## config.mk

```make
export PLATFORM = sky130hd
export DESIGN_NAME = ram_sp_ctrl
export DESIGN_NICKNAME = d
export VERILOG_FILES = /design/src/rtl/ram_pkg.sv /design/src/rtl/ram_sp_array.sv /design/src/rtl/ram_sp_ctrl.sv
export SDC_FILE = /design/constraint.sdc
export NUM_CORES = 1
export LEC_CHECK = 0
export BUFFER_PORTS_ARGS = -buffer_cell sky130_fd_sc_hd__buf_2
export CAP_MARGIN = 20
export CORE_UTILIZATION = 60
export CTS_BUF_LIST = sky130_fd_sc_hd__clkbuf_16
export CTS_CLUSTER_SIZE = 40
export DETAILED_ROUTE_END_ITERATION = 7
export PLACE_DENSITY = 0.76
export REMOVE_ABC_BUFFERS = 1
export SETUP_SLACK_MARGIN = 0.2
export SYNTH_ARGS = -nofsm -noshare
export SYNTH_HDL_FRONTEND = slang
export SYNTH_SLANG_ARGS = --single-unit
```

## constraint.sdc

```tcl
create_clock -name clk -period 7.5 [get_ports clk]
set_clock_uncertainty 0.2 [all_clocks]
set_input_delay 1.5 -clock clk [delete_from_list [all_inputs] [get_ports clk]]
set_output_delay 1.5 -clock clk [all_outputs]
set_load 0.05 [all_outputs]
```

## src/rtl/ram_pkg.sv

```systemverilog
// Shared types and mode constants for the single-port RAM controller.
package ram_pkg;

  typedef enum logic {
    ST_CLEAR = 1'b0,
    ST_READY = 1'b1
  } state_e;

  localparam bit MODE_READ_FIRST  = 1'b1;
  localparam bit MODE_WRITE_FIRST = 1'b0;

endpackage

```

## src/rtl/ram_sp_array.sv

```systemverilog
// Pure single-port storage: one write port and an enabled synchronous read.
// No reset so the array stays inferable as block RAM.
module ram_sp_array #(
  parameter int unsigned DATA_W     = 4,
  parameter int unsigned ADDR_W     = 7,
  parameter bit          READ_FIRST = 1'b1
) (
  input  logic              clk,
  input  logic              we,
  input  logic [ADDR_W-1:0] waddr,
  input  logic [DATA_W-1:0] wdata,
  input  logic              re,
  input  logic [ADDR_W-1:0] raddr,
  output logic [DATA_W-1:0] rdata
);

  localparam int unsigned DEPTH = 1 << ADDR_W;

  logic [DATA_W-1:0] r_mem [0:DEPTH-1];
  logic [DATA_W-1:0] r_rdata;

  // rdata only moves on re, so it holds a buffered response across sweeps
  always_ff @(posedge clk) begin
    if (we) begin
      r_mem[waddr] <= wdata;
    end
    if (re) begin
      if (!READ_FIRST && we && (waddr == raddr)) begin
        r_rdata <= wdata;
      end else begin
        r_rdata <= r_mem[raddr];
      end
    end
  end

  assign rdata = r_rdata;

endmodule

```

## src/rtl/ram_sp_ctrl.sv

```systemverilog
// Single-port RAM controller: clear-sweep FSM, write-port mux and a
// one-entry response buffer with valid/ready backpressure.
module ram_sp_ctrl
  import ram_pkg::*;
#(
  parameter int unsigned       DATA_W     = 4,
  parameter int unsigned       ADDR_W     = 7,
  parameter bit                READ_FIRST = MODE_READ_FIRST,
  parameter logic [DATA_W-1:0] INIT_VAL   = '0
) (
  input  logic              clk,
  input  logic              rst,
  input  logic              req_vld,
  output logic              req_rdy,
  input  logic              req_we,
  input  logic [ADDR_W-1:0] req_addr,
  input  logic [DATA_W-1:0] req_wdata,
  output logic              rsp_vld,
  input  logic              rsp_rdy,
  output logic [DATA_W-1:0] rsp_data,
  input  logic              clr_req,
  output logic              busy
);

  localparam int unsigned   DEPTH    = 1 << ADDR_W;
  localparam logic [ADDR_W:0] PTR_LAST = (ADDR_W+1)'(DEPTH - 1);

  state_e            r_state;
  state_e            w_state_nxt;
  logic [ADDR_W:0]   r_ptr;
  logic              r_rsp_vld;
  logic              w_req_rdy;
  logic              w_fire;
  logic              w_busy;
  logic              w_we;
  logic [ADDR_W-1:0] w_waddr;
  logic [DATA_W-1:0] w_wdata;
  logic [DATA_W-1:0] w_rdata;

  always_ff @(posedge clk or posedge rst) begin
    if (rst) begin
      r_state <= ST_CLEAR;
    end else begin
      r_state <= w_state_nxt;
    end
  end

  always_comb begin
    w_state_nxt = r_state;
    w_busy      = 1'b0;
    w_req_rdy   = 1'b0;
    w_we        = 1'b0;
    w_waddr     = req_addr;
    w_wdata     = req_wdata;
    unique case (r_state)
      ST_CLEAR: begin
        w_busy  = 1'b1;
        w_we    = 1'b1;
        w_waddr = r_ptr[ADDR_W-1:0];
        w_wdata = INIT_VAL;
        if (r_ptr == PTR_LAST) begin
          w_state_nxt = ST_READY;
        end
      end
      ST_READY: begin
        w_req_rdy = !r_rsp_vld || rsp_rdy;
        w_we      = req_vld && w_req_rdy && req_we;
        if (clr_req) begin
          w_state_nxt = ST_CLEAR;
        end
      end
      default: w_state_nxt = ST_CLEAR;
    endcase
  end

  assign w_fire = req_vld && w_req_rdy;

  always_ff @(posedge clk or posedge rst) begin
    if (rst) begin
      r_ptr <= '0;
    end else if (r_state == ST_CLEAR) begin
      r_ptr <= r_ptr + 1'b1;
    end else begin
      r_ptr <= '0;
    end
  end

  always_ff @(posedge clk or posedge rst) begin
    if (rst) begin
      r_rsp_vld <= 1'b0;
    end else if (w_fire) begin
      r_rsp_vld <= 1'b1;
    end else if (rsp_rdy) begin
      r_rsp_vld <= 1'b0;
    end
  end

  ram_sp_array #(
    .DATA_W    (DATA_W),
    .ADDR_W    (ADDR_W),
    .READ_FIRST(READ_FIRST)
  ) u_array (
    .clk  (clk),
    .we   (w_we),
    .waddr(w_waddr),
    .wdata(w_wdata),
    .re   (w_fire),
    .raddr(req_addr),
    .rdata(w_rdata)
  );

  // The array output register doubles as the response data buffer; gating
  // with valid keeps the output defined before the first read.
  assign rsp_data = r_rsp_vld ? w_rdata : '0;
  assign rsp_vld  = r_rsp_vld;
  assign req_rdy  = w_req_rdy;
  assign busy     = w_busy;

endmodule
```

==> results of run 1 <==
-- final cells by class --
cell class	instances	share of cell area
Multi-Input combinational cell	395	0.212
Tap cell	448	0.0244
Inverter	8	0.00131
Timing Repair Buffer	34	0.0105
Sequential cell	526	0.686
Clock inverter	36	0.00877
Clock buffer	53	0.0577
-- registers in the layout (all words and copies together), names as in the netlist --
signal and cells:
rsp_vld 1, u_array.rdata 4, r_state 1, u_array.r_mem 512, r_ptr 8
-- critical path, delay by kind of cell --
family / cells / cell delay [ns]
buf+inv: 2 / 0.88
simple gates: 3 / 1.82
compound gates: 1 / 0.25
-- synth_stat cells, types with 4 or more instances --
cell,count,share of area
edfxtp_1,516,0.74
mux4_2,168,0.18
nor2_1,140,0.025
clkbuf_1,36,0.0065
nand2_1,23,0.0041
nand3_1,16,0.0038
buf_2,10,0.0024
dfrtp_1,10,0.012
and2_1,9,0.0027
buf_1,6,0.0011
inv_1,6,0.0011
mux2_2,5,0.0027
o21ai_0,5,0.0012
nand2b_1,4,0.0012
-- layer usage --
| layer | vias to the layer above | track usage |
|---|---|---|
| met3 | 82 | 0.0443 |
| met1 | 5251 | 0.357 |
| li1 | 4113 | - |
| met4 | 0 | 0.0701 |
| met5 | - | 0 |
| met2 | 524 | 0.419 |
-- cells in the final DEF (no fill, tap or decap), types with 2 or more instances in the layout --
cell and n:
mux2_2 5, clkbuf_16 53, inv_1 21, and2_1 5, bufinv_16 2, a32o_1 3, o32ai_1 3, nand2b_1 4
nor2_1 140, mux4_2 168, clkinv_2 8, o21ai_0 5, clkinv_1 11, a22o_1 2, and3_1 2, buf_4 10
buf_2 21, xnor2_1 3, dfrtp_1 10, and2_4 4, xor2_1 3, edfxtp_1 516, nand2_1 23, nand3_1 16
-- cell families after synthesis --
| group | synth area share |
|---|---|
| AOI/OAI and AO/OA | 0.00552 |
| DFF | 0.755 |
| adders and majority gates | 0.000600 |
| buffers and inverters | 0.0118 |
| muxes | 0.185 |
| and+or+nand+nor | 0.0394 |
| xor gates and xnor gates | 0.00252 |
-- power by group through the flow --
stage	sequential, mW	clock, mW	combinational (mW)
after floorplan	3.42	0	0.398
after global placement	3.44	0	0.663
after detailed placement	3.44	0	0.677
after CTS	3.38	2.37	0.689
after global routing	3.39	2.47	0.731
final	3.38	2.35	0.696
-- worst max path at each step --
stage / endpoint / cells after the start / slack, ns / start
global route: u_array.rdata[3]$_DFFE_PP_ / 6 / 2.86 / req_addr[0]
floorplan: u_array.r_mem[0][0]$_DFFE_PP_ / 1 / 3.61 / req_wdata[0]
detailed placement: u_array.rdata[2]$_DFFE_PP_ / 6 / 2.41 / req_addr[0]
CTS: u_array.rdata[1]$_DFFE_PP_ / 6 / 2.99 / req_addr[0]
finish: u_array.r_mem[55][3]$_DFFE_PP_ / 6 / 3.02 / req_addr[2]
global placement: u_array.rdata[3]$_DFFE_PP_ / 6 / 2.44 / req_addr[0]
-- metrics by stage --
stage,worst slack [ns],util
floorplan,3.61,-
global placement,2.44,0.632
detailed placement,2.41,0.632
CTS,2.99,0.677
global route,2.86,0.678
finish,3.02,0.678
==> flow_summary.yaml, run 1 <==
critical_path:
  critical-path-max-stage-delay_ns: 0.97
  timing.critical_path.to_type: "register"
  timing.setup.critical_path_class: "in -> reg"
  critPathArrivalTime_ns: 4.47
  required_ns: 7.49
  worstPathMaxFanout: 65
  r2r_setup_slack_ns: 3.93
  r2r_start: "r_state$_DFF_PP0_"
  critical-path-slowest-cell: "nand3_1"
  cp_cell_sequence: "buf_4 -> buf_4 -> nand3_1 -> o21ai_0 -> nand3_1 -> nor2_1"
  timing.critical_path.from_type: "input port"
  r2r.worst_path.cells: 4
  timing.rr.end: "u_array.r_mem[36][3]$_DFFE_PP_"
clocking:
  cts-buffers-inserted: 50
  cts_num_sinks: 526
  root_buffer: "clkbuf_16"
  clk_pin_slew_worst_paths_ns: 0.06
  cts_setup_buffers: 0
  cts_tree: "built"
  worst_skew_pair.late_latency_ns: 0.55
  ctsResizeCount: 0
  htreeDepth: 2
  postCtsHoldBufs: 0
  cts.path.max_buffers: 3
floorplanning:
  initial_core_util: 0.615
  chipWidth_um: 188
  rows: 67
  die_area_mm2: 0.0355
  die_height_um: 188
  core_area_mm2: 0.0339
  ios: 24
sta:
  slew_headroom: 0.196
  grt_setup_unrepaired: "false"
  setup_violations: 0
  final.min_clock_period_ns: 4.48
  fin_worst_hold_slack_ns: 0.349
  final.period_utilization: 0.598
  tightest_slew_ns: 1.20
  finalHoldViolations: 0
  fin_tns_setup_ns: 0
  fmax_mhz: 223
  report.final.slew_viol_count: 0
placement:
  hpwlAfterDp_um: 26200
  dp_cells: 1410
  final_weighted_congestion_in_routability_driven_placement: 0.817
  numPortBuffers: 23
  dpl_cell_area_mm2: 0.0214
routing:
  vias: 9970
  met2WireLength_um: 22100
  postRouteAntennaNets: 0
  route.top_layer_used: "met4"
  drt_drc_violations_left: 0
  met1Wirelength_um: 16800
  met3RoutedLength_um: 3610
  wire_per_inst_um: 29.1
  routed_wl_um: 43600
  drt-pass1-iter-count: 6
  drt-vias-per-instance: 6.65
  drt_first_iter_violations: 1207
power:
  power.sequential.fraction: 0.527
  p_switching_mw: 1.56
  combinationalPowerShare: 0.108
  total_power_mw: 6.42
  clock_power_share: 0.365
  ir_drop_v: 0.000182
  leakage_component_of_the_power_nw: 7.31
  power.share.switching: 0.242
  power_density_mw_per_mm2: 280
  internal-power_mw: 4.87
yosys:
  synth-edff-count: 516
  syn-instance-count: 982
  yosysWarningCount: 0
  synth_seq_cells: 526
  syn-mean-instance-area_um2: 21.2
  ys_seq_area_frac: 0.755
  ys_async_sr_fraction: 0.0190
  synth.cell_area_mm2: 0.0208
  synth.lib_cells_used.distinct: 32
  synth_ff_type: "edfxtp_1"
min_path:
  worst_hold_path_type: "reg -> reg"
  worst_hold_stages: 2
  worst_hold_path_endpoint: "r_ptr[7]$_DFF_PP0_"
  min-delay-start: "r_ptr[7]$_DFF_PP0_"
layout:
  design_area_mm2: 0.0230
  nFillCells: 2067
  layout-drive-gt1-share: 0.263
  synthToLayoutAreaGrowth_pct: 10.2
  register_area_mm2: 0.0157
  antenna-diode-count: 0
  layout.cells.non_filler: 1500
  multi_input_comb_area_mm2: 0.00486
  fin_nets: 1033
global_route:
  grt_max_degree: 112
  grt_residual_overflow: 0
  antenna_found_initial: 2
  grt_pass1_vias: 10300
  grt_pass1_wl_um: 65700
  global_route.usage.total: 0.254
job:
  timing.max_cap.violations: 0
run_status:
  status: "finished, final reports clean"
(Power assumes the default switching activity.)
==> run 2: changes to the inputs <==
--- a/config.mk
+++ b/config.mk
@@ -5,6 +5,7 @@
 export SDC_FILE = /design/constraint.sdc
 export NUM_CORES = 1
 export LEC_CHECK = 0
+export ABC_AREA = 1
 export BUFFER_PORTS_ARGS = -buffer_cell sky130_fd_sc_hd__buf_2
 export CAP_MARGIN = 20
 export CORE_UTILIZATION = 60
==> constraint.sdc (replaced) <==
create_clock -name clk -period 4.5 [get_ports clk]
set_clock_uncertainty 0.2 [all_clocks]
set_input_delay 0.9 -clock clk [delete_from_list [all_inputs] [get_ports clk]]
set_output_delay 0.9 -clock clk [all_outputs]
set_load 0.05 [all_outputs]
==> run 2 against run 1 <==
Against the previous run:
- setup slack worse by 2.1 ns
- core utilization decreased by 0.68 points
- combinational power up 130%
- highest routed layer unchanged
- synthesized area rose by 5.8%
- critical path depth is 2 higher
- clock power is 75% higher
- non-clock buffer count rose by 11
- cell area increased by 4.7%
- first-iteration DRC count up 41%
- largest power group unchanged
- die area is 5.7% higher
==> flow_summary.yaml, run 2 <==
global_route:
  global_route.usage.total: 0.280
  grt_max_degree: 139
  grt_residual_overflow: 0
  antenna_found_initial: 0
  grt_pass1_wl_um: 80200
  grt_pass1_vias: 14200
layout:
  register_area_mm2: 0.0157
  mostFrequentLayoutCells: "633 x nand2_1, 516 x edfxtp_1, 469 x nand3_1"
  antenna-diode-count: 0
  layout-drive-gt1-share: 0.0802
  layout.cells.most_common: "nand2_1"
  nFillCells: 2529
  synthToLayoutAreaGrowth_pct: 9.10
  multi_input_comb_area_mm2: 0.00552
  fin_nets: 1970
  largest_register: "u_array.r_mem"
  largest_register_ff_count: 512
routing:
  drt_first_iter_violations: 1707
  postRouteAntennaNets: 0
  drt-pass1-iter-count: 5
  drt_drc_violations_left: 0
  routed_wl_um: 51700
  vias: 14800
  drt-vias-per-instance: 6.04
  wire_per_inst_um: 21.1
run_status:
  status: "finished, final reports clean"
critical_path:
  critical_path.top_delay_family: "simple AND/OR/NAND/NOR gates"
  critPathArrivalTime_ns: 3.63
  startpoint: "r_state$_DFF_PP0_"
  cp_cell_sequence: "nand2_1 -> o21ai_2 -> inv_1 -> nor2_1 -> inv_1 -> nor2_2 -> nand2_1 -> nor2_1"
  timing.rr.end: "u_array.r_mem[48][3]$_DFFE_PP_"
  critical-path-max-stage-delay_ns: 1.00
  endpoint: "u_array.r_mem[48][3]$_DFFE_PP_"
  timing.critical_path.from_type: "register"
  worstPathMaxFanout: 22
  timing.setup.critical_path_class: "reg -> reg"
  worstSetupPathDepth: 8
  timing.critical_path.to_type: "register"
  r2r_start: "r_state$_DFF_PP0_"
  r2r.worst_path.cells: 8
  r2r_setup_slack_ns: 0.88
  critical-path-slowest-cell: "dfrtp_1"
  buffer_and_inverter_count_on_the_worst_path: 2
  required_ns: 4.51
yosys:
  yosys.area.top_type: "edfxtp_1"
  synthDominantCellAreaShare: 0.703
  synth.cells.most_frequent: "633 x nand2_1, 516 x edfxtp_1, 469 x nand3_1"
  post_synth_main_area_contributors: "edfxtp_1 70%, nand2_1 11%, nand3_1 11%"
  ys_async_sr_fraction: 0.0190
  syn-mean-instance-area_um2: 11.2
  synth-edff-count: 516
  synth_seq_cells: 526
  syn-instance-count: 1976
  synth_ff_type: "edfxtp_1"
  synth_most_common_cell: "nand2_1"
  synth.lib_cells_used.distinct: 22
  yosysWarningCount: 0
  synth.cell_area_mm2: 0.0220
  ys_seq_area_frac: 0.714
clocking:
  cts_tree: "built"
  worst_skew_pair.late_latency_ns: 0.57
  cts_num_sinks: 526
  cts.path.max_buffers: 3
  cts-buffers-inserted: 51
  cts_setup_buffers: 0
  clk_pin_slew_worst_paths_ns: 0.06
  root_buffer: "clkbuf_16"
  htreeDepth: 2
  ctsResizeCount: 0
  postCtsHoldBufs: 0
sta:
  setup_violations: 0
  final.min_clock_period_ns: 3.62
  fin_worst_hold_slack_ns: 0.136
  report.final.slew_viol_count: 0
  fmax_mhz: 276
  fin_tns_setup_ns: 0
  grt_setup_unrepaired: "false"
  finalHoldViolations: 0
  tightest_slew_ns: 1.21
  final.period_utilization: 0.805
  slew_headroom: 0.193
floorplanning:
  ios: 24
  die_height_um: 194
  chipWidth_um: 194
  die_area_mm2: 0.0375
  rows: 69
  core_area_mm2: 0.0358
  initial_core_util: 0.615
power:
  internal-power_mw: 8.34
  p_switching_mw: 3.15
  power_density_mw_per_mm2: 478
  ir_drop_v: 0.000363
  leakage_component_of_the_power_nw: 8.75
  clock_power_share: 0.359
  total_power_mw: 11.5
  combinationalPowerShare: 0.139
  power.sequential.fraction: 0.502
  power.share.switching: 0.274
placement:
  hpwlAfterDp_um: 29900
  numPortBuffers: 23
  final_weighted_congestion_in_routability_driven_placement: 0.898
min_path:
  worst_hold_path_type: "in -> async"
job:
  timing.max_cap.violations: 0
[run 2: kinds of logic after synthesis]
| logic type | synth area share |
|---|---|
| compound gates | 0.00590 |
| fa+ha+maj | 0.000567 |
| simple gates | 0.244 |
| buf+inv | 0.0354 |
| flops | 0.714 |
[run 2: layout make-up]
type	count	area share
Inverter	44	0.00739
Timing Repair Buffer	45	0.0162
Tap cell	461	0.0240
Clock inverter	40	0.0111
Clock buffer	55	0.0572
Multi-Input combinational cell	1284	0.229
Sequential cell	526	0.655
[run 2: stage by stage]
step	instance area (µm²)	cells	utilization	setup slack, ns
after global placement	22400	2360	0.625	1.01
after floorplan	21400	1854	-	0.147
after detailed placement	22400	2360	0.625	0.884
final	24100	2455	0.671	0.878
after CTS	24100	2455	0.671	0.965
after global routing	24100	2455	0.671	0.775
[run 2: power groups by stage]
| stage | Combinational, mW | Sequential [mW] | Clock (mW) |
|---|---|---|---|
| 2_1_floorplan | 0.899 | 5.83 | 0 |
| 3_3_place_gp | 1.54 | 5.87 | 0 |
| 3_5_place_dp | 1.57 | 5.87 | 0 |
| 4_1_cts | 1.58 | 5.77 | 4.15 |
| 5_1_grt | 1.72 | 5.79 | 4.35 |
| 6_report | 1.60 | 5.77 | 4.12 |
[run 2: layer usage]
metal | GRT usage | vias to the layer above | share of wire
met1 | 0.387 | 7079 | 0.39
met3 | 0.0487 | 125 | 0.099
li1 | - | 6828 | -
met5 | 0 | - | 0
met2 | 0.451 | 785 | 0.48
met4 | 0.105 | 0 | 0.031
[run 2: how the worst min path moves through the flow]
stage,slack (ns),start,to
2_1_floorplan,0.24,r_ptr[7]$_DFF_PP0_,r_ptr[7]$_DFF_PP0_
3_3_place_gp,0.26,r_ptr[7]$_DFF_PP0_,r_ptr[7]$_DFF_PP0_
3_5_place_dp,0.26,r_ptr[7]$_DFF_PP0_,r_ptr[7]$_DFF_PP0_
4_1_cts,0.14,rst,r_ptr[0]$_DFF_PP0_
5_1_grt,0.18,rst,r_ptr[0]$_DFF_PP0_
6_report,0.14,rst,r_ptr[1]$_DFF_PP0_
==> run 3: changes to the inputs <==
--- a/config.mk
+++ b/config.mk
@@ -8,7 +8,7 @@
 export ABC_AREA = 1
 export BUFFER_PORTS_ARGS = -buffer_cell sky130_fd_sc_hd__buf_2
 export CAP_MARGIN = 20
-export CORE_UTILIZATION = 60
+export CORE_UTILIZATION = 57
 export CTS_BUF_LIST = sky130_fd_sc_hd__clkbuf_16
 export CTS_CLUSTER_SIZE = 40
 export DETAILED_ROUTE_END_ITERATION = 7
==> constraint.sdc (replaced) <==
create_clock -name clk -period 3.3 [get_ports clk]
set_clock_uncertainty 0.2 [all_clocks]
set_input_delay 0.66 -clock clk [delete_from_list [all_inputs] [get_ports clk]]
set_output_delay 0.66 -clock clk [all_outputs]
set_load 0.05 [all_outputs]
==> run 3 against run 2 <==
Against the previous run:
- global-route usage fell by 1.0 points
- cell area increased by 1.2%
- sequential share of layout area is 0.77 points lower
- critical path type unchanged
- largest cell class unchanged
- largest power group unchanged
- highest routed layer unchanged
==> flow_summary.yaml, run 3 (synthesized netlist as in run 2, its figures left out) <==
run_status:
  status: "finished, final reports clean"
sta:
  report.final.slew_viol_count: 0
  final.min_clock_period_ns: 2.71
  tightest_slew_ns: 0.824
  setup_violations: 0
  slew_headroom: 0.450
  grt_setup_unrepaired: "false"
  finalHoldViolations: 0
  crit_path_setup_slack_layout_ns: 0.590
  fin_worst_hold_slack_ns: 0.113
  fmax_mhz: 369
  final.period_utilization: 0.821
critical_path:
  timing.critical_path.from_type: "register"
  cp_cell_sequence: "buf_4 -> nand2_1 -> o21ai_2 -> inv_1 -> nor2_1 -> inv_2 -> nor2_2 -> nand2_2 -> nor2_1"
  r2r_setup_slack_ns: 0.59
  timing.setup.critical_path_class: "reg -> reg"
  timing.critical_path.to_type: "register"
  critical_path.top_delay_family: "simple AND/OR/NAND/NOR gates"
  critPathArrivalTime_ns: 2.75
  required_ns: 3.34
  critical-path-slowest-cell: "dfrtp_1"
  critical-path-max-stage-delay_ns: 0.49
  crit_top_cell: "nor2_1"
  buffer_and_inverter_count_on_the_worst_path: 3
  worstPathMaxFanout: 13
power:
  internal-power_mw: 11.3
  power.sequential.fraction: 0.506
  ir_drop_v: 0.000482
  total_power_mw: 15.5
  p_switching_mw: 4.23
  combinationalPowerShare: 0.148
  power.share.switching: 0.273
  clock_power_share: 0.346
  power_density_mw_per_mm2: 637
  leakage_component_of_the_power_nw: 8.90
routing:
  wire_per_inst_um: 20.6
  drt-pass1-iter-count: 5
  drt_first_iter_violations: 1972
  routed_wl_um: 52200
  vias: 14900
  postRouteAntennaNets: 0
  drt-vias-per-instance: 5.88
  drt_drc_violations_left: 0
layout:
  largest_register_ff_count: 512
  design_area_mm2: 0.0243
  synthToLayoutAreaGrowth_pct: 10.4
  layout-drive-gt1-share: 0.0848
  register_area_mm2: 0.0157
  mostFrequentLayoutCells: "633 x nand2_1, 516 x edfxtp_1, 469 x nand3_1"
  nFillCells: 2856
  fin_nets: 1995
  multi_input_comb_area_mm2: 0.00552
  layout.cells.most_common: "nand2_1"
  largest_register: "u_array.r_mem"
floorplanning:
  core_area_mm2: 0.0378
  die_area_mm2: 0.0395
  chipWidth_um: 199
  initial_core_util: 0.583
  rows: 71
  die_height_um: 199
  ios: 24
global_route:
  global_route.usage.total: 0.270
  grt_residual_overflow: 0
  grt_pass1_vias: 14300
  grt_pass1_wl_um: 79300
  grt_max_degree: 129
  antenna_found_initial: 2
job:
  timing.max_cap.violations: 0
clocking:
  clk_pin_slew_worst_paths_ns: 0.06
  cts.path.max_buffers: 3
  htreeDepth: 2
  worst_skew_pair.late_latency_ns: 0.59
  cts_tree: "built"
  cts_num_sinks: 526
  cts-buffers-inserted: 51
  ctsResizeCount: 0
  postCtsHoldBufs: 1
  cts_setup_buffers: 0
  root_buffer: "clkbuf_16"
placement:
  hpwlAfterDp_um: 31400
  numPortBuffers: 23
  final_weighted_congestion_in_routability_driven_placement: 0.876
  dpl_cell_area_mm2: 0.0228
  pre_cts_worst_setup_slack_ns: 0.460
min_path:
  worst_hold_path_type: "in -> reg"
run 3: cell types whose count changed in the layout (fill, tap and decap cells not counted), moves of 2 or more:
cell / previous run / this run
inv_1: 32 / 41
buf_4: 15 / 28
clkinvlp_4: 5 / 0
diode_2: 0 / 2
clkinv_2: 15 / 11
buf_12: 8 / 19
clkbuf_16: 55 / 53
run 3: power by group through the flow:
| stage | combinational [mW] | clock, mW | sequential, mW |
|---|---|---|---|
| finish | 2.30 | 5.37 | 7.83 |
| global route | 2.46 | 5.64 | 7.86 |
| CTS | 2.26 | 5.40 | 7.83 |
| detailed placement | 2.25 | 0 | 7.97 |
| global placement | 2.20 | 0 | 7.96 |
| floorplan | 1.23 | 0 | 7.96 |
run 3: final timing paths:
| kind | start | to | depth (start not counted) |
|---|---|---|---|
| max | r_state$_DFF_PP0_ | u_array.r_mem[35][0]$_DFFE_PP_ | 9 |
| min | clr_req | r_state$_DFF_PP0_ | 2 |
| max reg2reg | r_state$_DFF_PP0_ | u_array.r_mem[35][0]$_DFFE_PP_ | 9 |
| min reg2reg | r_ptr[7]$_DFF_PP0_ | r_ptr[7]$_DFF_PP0_ | 1 |
| max in group asynchronous | rst | r_ptr[4]$_DFF_PP0_ | 3 |
| min in group asynchronous | rst | r_state$_DFF_PP0_ | 3 |
run 3: routing by layer:
metal,up-vias,global-route usage,wire (µm)
met2,806,0.435,24500
met1,7066,0.373,20800
li1,6877,-,-
met4,0,0.113,1840
met3,132,0.0370,5020
met5,-,0,0
run 3: cell type report:
class | count | area share
repair buffers | 70 | 0.0295
clock buffers | 53 | 0.0545
inverters | 44 | 0.00730
well taps | 511 | 0.0263
clock inverters | 39 | 0.00853
flip-flops and latches | 526 | 0.647
diodes | 2 | 0.000206
multi-input cells | 1284 | 0.227
run 3: metrics by stage:
stage,utilization,std cells,setup TNS [ns]
after detailed placement,0.602,2434,0
after floorplan,-,1854,-317.02
final,0.643,2529,0
after global routing,0.643,2529,0
after global placement,0.602,2434,0
after CTS,0.643,2527,0
